==> src/rtl/run_meter.sv <==
// run_meter: measures every high run of a qualified level input.
// Each completed run is reported on a one-deep valid/ready output register
// together with a saturation flag. A saturating count of completed runs and
// a sticky overflow flag (run dropped because the output was still full)
// are kept alongside.
module run_meter #(
    parameter int LEN_W = 8,
    parameter int CNT_W = 8
) (
    input  logic             clk,
    input  logic             rst_n,
    input  logic             clear,
    input  logic             level_in,
    output logic             run_valid,
    input  logic             run_ready,
    output logic [LEN_W-1:0] run_len,
    output logic             run_sat,
    output logic [CNT_W-1:0] event_count,
    output logic             overflow
);

    localparam logic             ST_IDLE = 1'b0;
    localparam logic             ST_RUN  = 1'b1;
    localparam logic [LEN_W-1:0] LEN_MAX = '1;
    localparam logic [CNT_W-1:0] CNT_MAX = '1;

    logic             state_reg;
    logic [LEN_W-1:0] len_reg;
    logic             sat_reg;

    logic             run_done;
    logic             out_accept;
    logic             out_free;
    logic [LEN_W-1:0] len_inc;

    // Decode run completion and output-register availability for this edge.
    always_comb begin
        run_done   = (state_reg == ST_RUN) && !level_in;
        out_accept = run_valid && run_ready;
        out_free   = !run_valid || run_ready;
        len_inc    = (len_reg == LEN_MAX) ? LEN_MAX : len_reg + 1'b1;
    end

    // Measurement FSM: counts samples of a high level, never stalls on output.
    always_ff @(posedge clk or negedge rst_n) begin
        if (!rst_n) begin
            state_reg <= ST_IDLE;
            len_reg   <= '0;
            sat_reg   <= 1'b0;
        end else if (clear) begin
            state_reg <= ST_IDLE;
            len_reg   <= '0;
            sat_reg   <= 1'b0;
        end else begin
            case (state_reg)
                ST_IDLE: begin
                    if (level_in) begin
                        state_reg <= ST_RUN;
                        len_reg   <= {{(LEN_W-1){1'b0}}, 1'b1};
                        // A one-bit counter is already at its maximum after one sample.
                        sat_reg   <= (LEN_W == 1);
                    end
                end
                default: begin
                    if (level_in) begin
                        len_reg <= len_inc;
                        if (len_inc == LEN_MAX) begin
                            sat_reg <= 1'b1;
                        end
                    end else begin
                        state_reg <= ST_IDLE;
                    end
                end
            endcase
        end
    end

    // Output register, run counter and sticky overflow flag.
    always_ff @(posedge clk or negedge rst_n) begin
        if (!rst_n) begin
            run_valid   <= 1'b0;
            run_len     <= '0;
            run_sat     <= 1'b0;
            event_count <= '0;
            overflow    <= 1'b0;
        end else if (clear) begin
            run_valid   <= 1'b0;
            run_len     <= '0;
            run_sat     <= 1'b0;
            event_count <= '0;
            overflow    <= 1'b0;
        end else begin
            if (run_done) begin
                if (event_count != CNT_MAX) begin
                    event_count <= event_count + 1'b1;
                end
                if (out_free) begin
                    // Either empty or being drained at this edge: take the new run.
                    run_valid <= 1'b1;
                    run_len   <= len_reg;
                    run_sat   <= sat_reg;
                end else begin
                    // Held result wins; the new one is lost and flagged.
                    overflow  <= 1'b1;
                end
            end else if (out_accept) begin
                run_valid <= 1'b0;
            end
        end
    end

endmodule

==> config.mk <==
export PLATFORM = sky130hd
export DESIGN_NAME = run_meter
export DESIGN_NICKNAME = d
export VERILOG_FILES = /design/src/rtl/run_meter.sv
export SDC_FILE = /design/constraint.sdc
export NUM_CORES = 1
export LEC_CHECK = 0
export ABC_CLOCK_PERIOD_IN_PS = 2500
export BUFFER_PORTS_ARGS = -buffer_cell sky130_fd_sc_hd__buf_2
export CORE_AREA = 2 2 69 71
export DETAILED_ROUTE_END_ITERATION = 6
export DIE_AREA = 0 0 71 73
export SLEW_MARGIN = 40
export SYNTH_ARGS = -nofsm -noshare
export SYNTH_HDL_FRONTEND = slang
export SYNTH_SLANG_ARGS = --single-unit
==> constraint.sdc <==
create_clock -name clk -period 2.5 [get_ports clk]
set_input_delay 0 -clock clk [delete_from_list [all_inputs] [get_ports clk]]
set_output_delay 0 -clock clk [all_outputs]
set_load 0.05 [all_outputs]
Yosys cells after proc, flatten, opt, wreduce, memory -nomap -nowiden

Index checks and enable logic that the tools add are counted.
W data, S select, Z words.

$add $sub $neg: 2
Equal/unequal tests: 6
Mux-type cells: 28
Reduce and logical (&&, ||, !) cells: 15

Operator list:

| cell                  | number |
|---|---|
| $mux W8               | 11 |
| $mux W1               | 17 |
| $add A8 B1 Y8 const B | 2 |
| $eq A8 B8 Y1 const B  | 2 |
| $reduce_and A2 Y1     | 5 |
| $ne A8 B8 Y1 const B  | 1 |
| $reduce_bool A2 Y1    | 4 |
| $ne A3 B2 Y1 const B  | 2 |
| $reduce_bool A3 Y1    | 1 |
| $logic_and A1 B1 Y1   | 2 |
| $logic_not A1 Y1      | 2 |
| $ne A2 B2 Y1 const B  | 1 |
| $logic_or A1 B1 Y1    | 1 |

Flip-flop bits (word level): 29
Input port bits: 5
Logic and storage cells: 59

Logic depth before layout (Yosys ltp)

Depth after elaboration: 7
Gate-level depth with buffers: 7
Depth with buffers taken out: 6

Worst setup path after synthesis

OpenSTA, ideal clock, no wires.

Path type: register to register
From: register event_count[0]
To: register event_count[4]
Data arrival time: 1.602 ns
Data required time: 2.368 ns
Setup slack: 0.766 ns
Stages on the path, launching flop included: 7
Path buffers: 0
Period minus slack after synthesis: 1.734 ns
Path through: dfrtp_1 -> ha_1 -> nand3_1 -> o21a_2 -> nand4_1 -> xor2_1 -> nor2_1

Longest elaborated chain between the ends: 4
Elaborated cells between the ends (all ways): 7
Those cells by class: 1 x add/sub; 1 x eq/ne; 3 x mux; 2 x reduce/logical

RTL lines:

| item                   | RTL line | RTL |
|---|---|---|
| start, declared        | 18       | `output logic [CNT_W-1:0] event_count,` |
| start signal, assigned | 95       | `event_count <= event_count + 1'b1;` |
| $add A8 B1 Y8          | 95       |  |
| $mux W8                | 94       | `if (event_count != CNT_MAX) begin` |
| $mux W8                | 93       | `if (run_done) begin` |
| $mux W8                | 86       | `end else if (clear) begin` |

Several ways; a longest one is shown, not always the timed one. The select of a mux whose other input is x is not followed.
A chain may end at the register's enable or synchronous reset.

Worst setup path after layout

From: register state_reg
To: register event_count[3]

Longest elaborated chain between the ends: 3

RTL lines:

| item                         | RTL line | RTL |
|---|---|---|
| start, declared              | 27       | `logic state_reg;` |
| start signal, assigned       | 47       | `state_reg <= ST_IDLE;` |
| start signal, assigned       | 51       | `state_reg <= ST_IDLE;` |
| start signal, assigned       | 58       | `state_reg <= ST_RUN;` |
| $logic_and A1 B1 Y1          | 38       | `run_done = (state_reg == ST_RUN) && !level_in;` |
| $reduce_bool A2 Y1 (no line) | n/a      |  |
| $reduce_and A2 Y1 (no line)  | n/a      |  |

No other way between the ends.

==> metrics <==
GRT overflow 0; Yosys cell types 40; largest net degree at the start of global routing 31; Peak supply drop 359 uV; Final Hold Vio Count 0; Yosys top cell by area dfrtp_1; Post-synth EDFFs 0; Crit. End Element register; WL final 3.08 mm; Ant. Diodes 0; most common cell after layout, fill and taps aside dfrtp_1; Die Height 73 um; sw frac 0.210; DRC 0; ANT nets after route 0; sequential share of the synthesized area 0.482; FF-to-FF setup slack 850 ps; syn nets 168; # rows 25; H-tree depth 2; final setup fails 0; root buffer selected by CTS clkbuf_8; RSZ-0062 raised after global routing no; detailed placement HPWL 2.09 mm; CTS tree done; #FFs+latches synth 29; Psw 0.000235 W; Sequential Area about 730 um2; Starting Density 0.332; Max Root-Sink Buffers 2; Fmax achieved 0.607 GHz; r2r worst-path depth 4; top-area cell type share of the netlist area 0.482; internal power 0.000885 W; worst path arrival time 1850 ps; nets 187; vias in the first global route 1128; Startpoint Class register; max-slew violation count 0; Pleak 0.823 nW; area of the multi-input gates 717 um2; WS Path Type reg2reg; Slew headroom 0.581; Power Dens Cells 633 nW/um2; Mean Syn Cell Area 9.36 um2; final critical-path share of the clock period 0.659; post-synthesis async set-or-reset flop share 1.00; synthesized area about 1500 um2; P&R area growth vs syn 17.4%; initial DRC count 74; # IOs 24; Clock Latency Late Sink 290 ps; Comb power frac 0.052; min Tclk post-route 1650 ps; worst slew pin tran roughly 630 ps; max-cap violation count 0; total vias in the final route around 1200; clock slew at reported path FFs approximately 60 ps; Worst Hold Depth 2; Synth area leaders dfrtp_1 48%, a21oi_1 6.0%, nand2_1 5.0%; layout cells sized above 1 0.215; dominant synthesized flop cell dfrtp_1; final core occ 0.390; worst hold slack 174 ps; antenna violations before repair 0; Seq pwr share 0.430; die width 71 um; Routed WL per cell 13.1 um; Core ar. approximately 4500 um2; first-pass GRT wire length 5.15 mm; clock network power share 0.518; Hold Crit Class in2reg; worst-path fanout max 12; CTS Sinks 29; status completed; WP data required 2710 ps; number of setup buffers added after CTS 0; synth warn 0; cts bufs inserted 5; vias per inst 5.17; GRT Total Usage 0.131; # port buffers 23; die area 5180 um2; first drt pass iteration count 4; Final GP Congestion 0.740; Final Skew 7.17 ps; commonest cells after routing, fill and taps aside 29 x dfrtp_1, 23 x buf_2, 20 x nand2_1, 18 x a21oi_1; Gate Count Post-Synth 161; fillers 456; post-route setup TNS 0 ps
## per-stage QoR
stage          instance area [um2]  setup WS, ps  total power, W  cells
6_report                      1770           852         0.00112    235
5_1_grt                       1770           698         0.00115    235
4_1_cts                       1770           843         0.00113    235
3_5_place_dp                  1630           859        0.000549    226
3_3_place_gp                  1630           870        0.000549    226
2_1_floorplan                 1510           766        0.000529    161
## layer usage
| metal | vias up | share of wire | GRT usage |
|---|---|---|---|
| met4 | 0 | 0.027 | 0.0818 |
| met3 | 6 | 0.038 | 0.0414 |
| met1 | 581 | 0.45 | 0.155 |
| met2 | 21 | 0.48 | 0.207 |
| li1 | 608 | - | - |
| met5 | - | 0 | 0 |
## cell type report
type                            instances  share of cell area
Clock inverter                          3              0.0368
Multi-Input combinational cell        120               0.405
Clock buffer                            5              0.0389
Sequential cell                        29               0.410
Timing Repair Buffer                   24              0.0707
Tap cell                               54              0.0382
## power by group through the flow
stage / Clock [W] / Combinational [W] / Sequential, W
after global routing: 0.000607 / 0.0000656 / 0.000482
final: 0.000580 / 0.0000586 / 0.000481
after detailed placement: 0 / 0.0000587 / 0.000490
after floorplan: 0 / 0.0000338 / 0.000495
after CTS: 0.000593 / 0.0000600 / 0.000481
after global placement: 0 / 0.0000590 / 0.000490
## final timing paths
path,startpoint,endpoint
setup reg to reg,state_reg$_DFF_PN0_,event_count[3]$_DFFE_PN0P_
max in group asynchronous,rst_n,event_count[6]$_DFFE_PN0P_
hold / removal,level_in,state_reg$_DFF_PN0_
min in group asynchronous,rst_n,run_len[1]$_DFFE_PN0P_
setup / recovery,state_reg$_DFF_PN0_,event_count[3]$_DFFE_PN0P_
hold reg to reg,run_len[0]$_DFFE_PN0P_,run_len[0]$_DFFE_PN0P_
## worst max-delay path, stage by stage, from the launching register on
cell and delay (ps):
dfrtp_1 570, nor2b_4 370, o21ai_2 140, or3_1 350, a21oi_1 130
## synth_stat cells, types with 2 or more instances
| cell | instances |
|---|---|
| nand4_1 | 2 |
| xor2_1 | 3 |
| ha_1 | 2 |
| nand2_1 | 20 |
| o21ai_1 | 4 |
| clkbuf_1 | 4 |
| a21oi_1 | 18 |
| nand2b_1 | 4 |
| xnor2_1 | 4 |
| dfrtp_1 | 29 |
| buf_2 | 5 |
| nor3_1 | 3 |
| nand3_1 | 14 |
| o21ai_0 | 3 |
| a41oi_1 | 2 |
| and3_1 | 3 |
| a211oi_1 | 5 |
| nor2_1 | 14 |
## kinds of logic (layout without fill, tap and decap cells)
| kind of cell | Yosys count | count (layout) | share of synthesized area |
|---|---|---|---|
| AND/OR/NAND/NOR | 69 | 69 | 0.242 |
| multiplexers | 2 | 2 | 0.0141 |
| flip-flops | 29 | 29 | 0.482 |
| buffers and inverters | 12 | 32 | 0.0424 |
| AO/OA/AOI/OAI | 40 | 40 | 0.163 |
| XOR/XNOR | 7 | 7 | 0.0407 |
| adder cells (fa/ha/maj) | 2 | 2 | 0.0166 |
## repair_timing
| action | in CTS | in global routing |
|---|---|---|
| hold buffers | 1 | 0 |
| hold endpoints to repair | 29 | 0 |
| gates resized for setup | 0 | 0 |
Note: power is estimated with default switching activity, not from simulation.
